### src/rtl/ram_arb_pkg.sv
// Shared types and slot constants for the system RAM arbiter.
// Optional build macro: RAM_ARB_DMA_HOLD_EN (DMA hold of the CPU cadence).
package ram_arb_pkg;

  localparam int CPU_DIV_DEF = 25;
  localparam int CNT_W       = 8;

  typedef enum logic [1:0] {
    ST_IDLE,
    ST_WAIT,
    ST_ACK
  } dma_st_e;

  function automatic logic [CNT_W-1:0] slot_setup(input int div);
    return CNT_W'(div - 2);
  endfunction

  function automatic logic [CNT_W-1:0] slot_access(input int div);
    return CNT_W'(div - 1);
  endfunction

  function automatic logic [CNT_W-1:0] slot_dma_last(input int div);
    return CNT_W'(div - 3);
  endfunction

endpackage

### src/rtl/cpu_slot_timer.sv
// CPU period counter, clock-enable decode and DMA issue window.
// With RAM_ARB_DMA_HOLD_EN the count parks on the last DMA slot.
module cpu_slot_timer
  import ram_arb_pkg::*;
#(
  parameter int DIV = CPU_DIV_DEF
) (
  input  logic clk_i,
  input  logic rst_i,
  input  logic hold_i,
  output logic clken_o,
  output logic access_o,
  output logic dma_ok_o
);

  localparam logic [CNT_W-1:0] ACC  = slot_access(DIV);
  localparam logic [CNT_W-1:0] LAST = slot_dma_last(DIV);

  logic [CNT_W-1:0] cnt_q, cnt_d;
  logic             sat;

`ifdef RAM_ARB_DMA_HOLD_EN
  assign sat = hold_i && (cnt_q == LAST);
`else
  logic unused_hold;
  assign unused_hold = hold_i;
  assign sat = 1'b0;
`endif

  // Next count: wrap at the access slot, park while held
  always_comb begin
    cnt_d = cnt_q + CNT_W'(1);
    if (cnt_q == ACC) cnt_d = '0;
    if (sat) cnt_d = cnt_q;
  end

  // Slot counter register
  always_ff @(posedge clk_i) begin
    if (rst_i) cnt_q <= '0;
    else       cnt_q <= cnt_d;
  end

  assign access_o = (cnt_q == ACC);
  assign clken_o  = access_o & ~rst_i;
  assign dma_ok_o = (cnt_q <= LAST);

endmodule

### src/rtl/ram_arbiter.sv
// Shares the system RAM between the 6502 slots and a DMA port.
// Optional build macro: RAM_ARB_DMA_HOLD_EN (dma_hold suspends CPU slots).
module ram_arbiter
  import ram_arb_pkg::*;
#(
  parameter int CPU_DIV = CPU_DIV_DEF,
  parameter int ADDR_W  = 13
) (
  input  logic              clk25,
  input  logic              rst,
  output logic              cpu_clken,
  input  logic [ADDR_W-1:0] cpu_addr,
  input  logic              cpu_cs,
  input  logic              cpu_we,
  input  logic [7:0]        cpu_wdata,
  input  logic              dma_req,
  input  logic              dma_we,
  input  logic [ADDR_W-1:0] dma_addr,
  input  logic [7:0]        dma_wdata,
  input  logic              dma_hold,
  output logic              dma_ack,
  output logic [7:0]        dma_rdata,
  output logic [ADDR_W-1:0] ram_addr,
  output logic              ram_we,
  output logic [7:0]        ram_din,
  input  logic [7:0]        ram_dout
);

  dma_st_e    st_q, st_d;
  logic [7:0] rdata_q, rdata_d;
  logic       acc_slot;
  logic       dma_ok;
  logic       issue;

  cpu_slot_timer #(
    .DIV (CPU_DIV)
  ) u_timer (
    .clk_i    (clk25),
    .rst_i    (rst),
    .hold_i   (dma_hold),
    .clken_o  (cpu_clken),
    .access_o (acc_slot),
    .dma_ok_o (dma_ok)
  );

  // DMA FSM: issue in a free slot, capture read data, pulse ack
  always_comb begin
    st_d    = st_q;
    rdata_d = rdata_q;
    issue   = 1'b0;
    unique case (st_q)
      ST_IDLE: begin
        if (dma_req && dma_ok) begin
          issue = 1'b1;
          st_d  = ST_WAIT;
        end
      end
      ST_WAIT: begin
        rdata_d = ram_dout;
        st_d    = ST_ACK;
      end
      ST_ACK:  st_d = ST_IDLE;
      default: st_d = ST_IDLE;
    endcase
  end

  // DMA state and read-data registers
  always_ff @(posedge clk25) begin
    if (rst) begin
      st_q    <= ST_IDLE;
      rdata_q <= '0;
    end else begin
      st_q    <= st_d;
      rdata_q <= rdata_d;
    end
  end

  // RAM port mux: DMA in its issue cycle, CPU otherwise
  always_comb begin
    ram_addr = cpu_addr;
    ram_din  = cpu_wdata;
    ram_we   = 1'b0;
    if (issue) begin
      ram_addr = dma_addr;
      ram_din  = dma_wdata;
      ram_we   = dma_we;
    end else if (acc_slot) begin
      ram_we = cpu_we & cpu_cs;
    end
    if (rst) ram_we = 1'b0;
  end

  assign dma_ack   = (st_q == ST_ACK) & ~rst;
  assign dma_rdata = rdata_q;

endmodule

### config.mk
export PLATFORM = sky130hd
export DESIGN_NAME = ram_arbiter
export DESIGN_NICKNAME = d
export VERILOG_FILES = /design/src/rtl/ram_arb_pkg.sv /design/src/rtl/cpu_slot_timer.sv /design/src/rtl/ram_arbiter.sv
export SDC_FILE = /design/constraint.sdc
export NUM_CORES = 1
export LEC_CHECK = 0
export ABC_AREA = 1
export BUFFER_PORTS_ARGS = -buffer_cell sky130_fd_sc_hd__buf_2
export CAP_MARGIN = 20
export CORE_ASPECT_RATIO = 0.9
export CORE_MARGIN = 2
export CORE_UTILIZATION = 42
export DETAILED_ROUTE_END_ITERATION = 10
export MAX_ROUTING_LAYER = met4
export PLACE_DENSITY = 0.85
export SLEW_MARGIN = 20
export SYNTH_ARGS = -nofsm -noshare
export SYNTH_HDL_FRONTEND = slang
export SYNTH_SLANG_ARGS = --single-unit
### constraint.sdc
create_clock -name clk25 -period 3.89 [get_ports clk25]
set_input_delay 1.167 -clock clk25 [delete_from_list [all_inputs] [get_ports clk25]]
set_output_delay 1.167 -clock clk25 [all_outputs]
set_load 0.1 [all_outputs]
==> metrics, run 1 <==
status=complete, but fails checks; failing checks=design-rule violations; Leak=between 0.9 and 1 nW; post-synthesis async set-or-reset flop share=0; GR peak layer=met2; Area contributors post-synth=dfxtp_1 (32%), nand2_1 (21%), nand3_1 (11%); largest net degree at the start of global routing=24; worst rel slew slack=0.650; initial antenna violation count=0; vias in the first global route=approximately 1000; fin crit share=0.903; Worst EP required=between 2 and 3 ns; Remaining Overflow, GRT=0; Antenna Diode Count=0; CTS buffer count=3; area leader, netlist=dfxtp_1; vias per cell=about 4.6; Starting DRT DRC Count=76; Final min period=3.51 ns; VDD IR-drop max=around 0.27 mV; Synth top area share=0.318; Die Y=53.3 um; floorplan row count=17; critical path class=primary input to output pin; Final Util=0.627; RSZ-0062 raised after global routing=false; most numerous cell in the Yosys netlist=nand2_1; chip width=about 59 um; nets@finish=~330; Initial Util=0.452; Hold Fails Final Rpt=0; worst slew pin tran=between 0.5 and 0.6 ns; cts hold-fix bufs=0; synth unique cells=22; met2 Usage GRT=0.302; M1 GR Usage=0.209; CP endpoint=ram_din[6]; post-route insts no fill=around 290; Post-synth EDFFs=0; Pwr Density=a little under 400 nW/um^2; RePlAce Congestion=approximately 0.8; Post-CTS Setup Bufs=0; met3 GRT Util=0.0538; Ys Warns=0; Bufs on Longest Clock Path=2; die area=between 3000 and 4000 um^2; Final setup violation count=0; proportion of layout cells with a drive suffix above 1=0.383; Clock Skew=0.00589 ns; gr usage total=0.178; sequential fraction of the synthesis area=0.318; Hold/Removal Path Class=flop to flop; Initial DRT Pass Iterations=8; top cells by count, synth=nand2_1 (62), nor2_1 (26), nand3_1 (24); Area Overhead vs Synth=38.9%; Wirelength per Cell=about 9.8 um; worst skew pair latency=between 0.2 and 0.3 ns; Post-Syn Nets=240; number of port buffers=87; Placeable Area=roughly 2500 um^2; Post-Place Cells=slightly below 300; first-pass GRT wire length=approximately 4.2 mm; WP data arrival=about 2.3 ns; Clock Pin Slew Worst Setup and Hold Paths=about 0.090 ns; Crit. Startpoint=dma_req; final wirelength=between 2 and 3 mm; Setup TNS Final=0 ns; Critical Path Start Type=primary input; maximum clock rate=between 200 and 300 MHz; post-synthesis cell count=180; Worst Reg2Reg Path Length in Cells=8; reg-to-reg setup timing slack=2.31 ns; r2r startpoint=u_timer.cnt_q[0]$_SDFF_PP0_; Resized cells post-CTS=0; vias=between 1000 and 1500; Slew Limit Fails=0; total chip power=0.613 mW; placed wire-length estimate=~2.2 mm; H-tree depth=1; IO Count=a little under 90; CTS tree=done; Placed Area=approximately 1600 um^2; synthesized area=approximately 1100 um^2; Synth Flop Type=dfxtp_1; register bit total from synthesis=18; Max-Cap Viols=0; drt drc=9; final instance area=~1600 um^2; Root Buffer=clkbuf_4; CTS Sinks=18; Worst Setup End Kind=output pin; antenna violation net count after detailed routing=0; syn avg cell area=~6.3 um^2; RR Endpoint=st_q[0]$_SDFFE_PP0P_; CP max FO=23
worst max-delay path: stages:
cell	delay, ns
buf_2	0.08
nand2_1	0.11
nor2_8	0.30
nand2_4	0.21
nand2_1	0.12
nand2_1	0.06
buf_2	0.29
sequential cells by signal, summed over array words and instances (netlist names):
register / cells
u_timer.cnt_q: 8
st_q: 2
dma_rdata: 8
where the power goes:
part	switching (mW)	internal, mW
Combinational	0.265	0.0595
Clock	0.0524	0.0360
Sequential	0.00614	0.194
cells in the final DEF (no fill, tap or decap), types with 2 or more instances in the layout:
master	instances
clkinv_1	2
nor2_1	25
dfxtp_1	18
clkbuf_4	3
nand2_1	62
nand3_1	24
inv_1	12
ha_1	3
o21ai_0	9
nand4_1	2
buf_2	87
nor2_2	2
inv_2	2
a21oi_1	4
cell type report:
cell class / instances / area (um^2)
Fill cell: 233 / 936
Multi-Input combinational cell: 140 / 661
Timing Repair Buffer: 87 / 435
Sequential cell: 18 / 360
Inverter: 16 / 60.1
Tap cell: 28 / 35.0
Clock buffer: 3 / 22.5
worst min path at each step:
stage	cells past startpoint	end	start	slack, ns
finish	1	u_timer.cnt_q[0]$_SDFF_PP0_	u_timer.cnt_q[0]$_SDFF_PP0_	0.47
global route	1	u_timer.cnt_q[0]$_SDFF_PP0_	u_timer.cnt_q[0]$_SDFF_PP0_	0.50
CTS	1	u_timer.cnt_q[0]$_SDFF_PP0_	u_timer.cnt_q[0]$_SDFF_PP0_	0.47
detailed placement	1	u_timer.cnt_q[0]$_SDFF_PP0_	u_timer.cnt_q[0]$_SDFF_PP0_	0.45
global placement	1	u_timer.cnt_q[0]$_SDFF_PP0_	u_timer.cnt_q[0]$_SDFF_PP0_	0.44
floorplan	1	u_timer.cnt_q[0]$_SDFF_PP0_	u_timer.cnt_q[0]$_SDFF_PP0_	0.43
stage by stage:
| stage | setup WS (ns) | hold slack [ns] |
|---|---|---|
| 3_5_place_dp | 0.362 | 0.451 |
| 2_1_floorplan | -0.0432 | 0.430 |
| 5_1_grt | 0.267 | 0.501 |
| 4_1_cts | 0.366 | 0.473 |
| 6_report | 0.378 | 0.466 |
| 3_3_place_gp | 0.371 | 0.444 |
per-layer routing:
metal,vias up,share of wire
met3,2,0.093
li1,735,-
met2,43,0.48
met4,0,0.0035
met5,-,0
met1,566,0.42
cells by family (layout without fill, tap and decap cells):
logic type / after synthesis / after routing / synth area share
flip-flops: 18 / 18 / 0.318
AO/OA/AOI/OAI: 13 / 13 / 0.0574
buffers and inverters: 22 / 106 / 0.106
AND/OR/NAND/NOR: 124 / 124 / 0.486
adder cells (fa/ha/maj): 3 / 3 / 0.0331
(Power assumes the default switching activity.)
==> inputs of run 2 (changes only) <==
--- a/config.mk
+++ b/config.mk
@@ -10,11 +10,12 @@
 export CAP_MARGIN = 20
 export CORE_ASPECT_RATIO = 0.9
 export CORE_MARGIN = 2
-export CORE_UTILIZATION = 42
+export CORE_UTILIZATION = 44
+export CTS_BUF_LIST = sky130_fd_sc_hd__clkbuf_8
 export DETAILED_ROUTE_END_ITERATION = 10
 export MAX_ROUTING_LAYER = met4
-export PLACE_DENSITY = 0.85
-export SLEW_MARGIN = 20
+export PLACE_DENSITY_LB_ADDON = 0.12
+export SLEW_MARGIN = 10
 export SYNTH_ARGS = -nofsm -noshare
 export SYNTH_HDL_FRONTEND = slang
 export SYNTH_SLANG_ARGS = --single-unit
==> metrics, run 2 (synthesis gave the netlist of run 1 again) <==
status=complete, no violations; Final setup violation count=0; Hold Fails Final Rpt=0; die area=roughly 3000 um^2; cts hold-fix bufs=0; power share of the sequential group=0.296; Max-Cap Viols=0; Hold WS=between 0.4 and 0.5 ns; Initial DRT Pass Iterations=4; Sw Share=0.492; CP max FO=23; most frequent cells in the layout=buf_2 (87), nand2_1 (62), nor2_1 (25); Remaining Overflow, GRT=0; hold path cells=1; fin crit share=0.899; antenna violation net count after detailed routing=0; CTS Sinks=18; VDD IR-drop max=between 0.3 and 0.4 mV; wire length on met3=about 220 um; placed wire-length estimate=2.17 mm; clock share of power=0.225; Placed Area=approximately 1600 um^2; Worst Setup End Kind=output pin; uppermost layer routed=met4; Starting DRT DRC Count=66; Bufs on Longest Clock Path=2; Worst EP required=between 2 and 3 ns; # fillers=roughly 230; register area=between 300 and 400 um^2; final instance area=~1600 um^2; Slew Limit Fails=0; Comb pwr share=0.480; Critical Path Start Type=primary input; Internal=about 0.34 mW; nets@finish=about 330; Hold/Removal Path Class=flop to flop; worst rel slew slack=0.659; critical path class=primary input to output pin; post-route insts no fill=about 290; CTS tree=done; Clock Pin Slew Worst Setup and Hold Paths=0.06 ns; metal2 WL=roughly 1.3 mm; WP data arrival=2.33 ns; vias per cell=4.53; vias in the first global route=1136; sw power=between 0.3 and 0.4 mW; CTS buffer count=3; multi-input logic area=between 600 and 700 um^2; Wirelength per Cell=between 9 and 10 um; floorplan row count=17; chip width=57.5 um; Die Y=about 52 um; Pwr Density=~420 nW/um^2; worst slew pin tran=a little over 0.5 ns; final wirelength=between 2 and 3 mm; Post-Place Cells=between 200 and 300; Post-CTS Setup Bufs=0; Resized cells post-CTS=0; Setup TNS Final=0 ns; first-pass GRT wire length=4.59 mm; largest net degree at the start of global routing=24; number of port buffers=between 80 and 90; vias=1326; Initial Util=0.463; proportion of layout cells with a drive suffix above 1=0.385; maximum clock rate=286 MHz; met1 wire length=between 1 and 1.5 mm; Worst Reg2Reg Path Length in Cells=8; Leak=around 0.93 nW; worst skew pair latency=between 0.2 and 0.3 ns; Root Buffer=clkbuf_8; Placeable Area=around 2400 um^2; Area Overhead vs Synth=41.7%; RSZ-0062 raised after global routing=false; initial antenna violation count=0; drt drc=0; gr usage total=0.194; commonest non-fill, non-tap cell in the layout=buf_2; Final Util=0.657; Antenna Diode Count=0; H-tree depth=1; Final min period=3.50 ns; RePlAce Congestion=slightly below 0.8; Clock Skew=~0.0025 ns; IO Count=89
run 2: cell types whose count changed in the layout (fill, tap and decap cells not counted), sizes merged:
cell / delta
clkbuf: +1
run 2: cell type report:
type                            instances  area share
Tap cell                               28      0.0218
Timing Repair Buffer                   87       0.271
Clock buffer                            4      0.0343
Inverter                               16      0.0374
Sequential cell                        18       0.224
Multi-Input combinational cell        140       0.411
run 2: power groups by stage:
stage | Sequential (mW) | Combinational [mW] | Clock, mW
finish | 0.200 | 0.324 | 0.152
global route | 0.201 | 0.342 | 0.164
CTS | 0.200 | 0.326 | 0.155
detailed placement | 0.204 | 0.325 | 0
global placement | 0.204 | 0.325 | 0
floorplan | 0.247 | 0.228 | 0
run 2: final timing paths:
kind                               start                     endpoint  slack [ns]
max                              dma_req                   ram_din[0]        0.39
min          u_timer.cnt_q[0]$_SDFF_PP0_  u_timer.cnt_q[0]$_SDFF_PP0_        0.47
max reg2reg  u_timer.cnt_q[0]$_SDFF_PP0_         st_q[0]$_SDFFE_PP0P_        2.33
min reg2reg  u_timer.cnt_q[0]$_SDFF_PP0_  u_timer.cnt_q[0]$_SDFF_PP0_        0.47
run 2: critical path: stages:
cell	delay [ns]
buf_2	0.08
nand2_1	0.11
nor2_8	0.29
nand2_4	0.21
nand2_1	0.12
nand2_1	0.06
buf_2	0.29
run 2: stage by stage:
| stage | power, mW | setup WS [ns] |
|---|---|---|
| 4_1_cts | 0.681 | 0.384 |
| 3_3_place_gp | 0.529 | 0.381 |
| 2_1_floorplan | 0.474 | -0.0432 |
| 3_5_place_dp | 0.529 | 0.393 |
| 6_report | 0.676 | 0.392 |
| 5_1_grt | 0.707 | 0.275 |
run 2: routing by layer:
layer	vias up	track usage
met1	543	0.244
met4	0	0.0465
met3	2	0.0323
li1	735	-
met2	46	0.328
met5	-	-
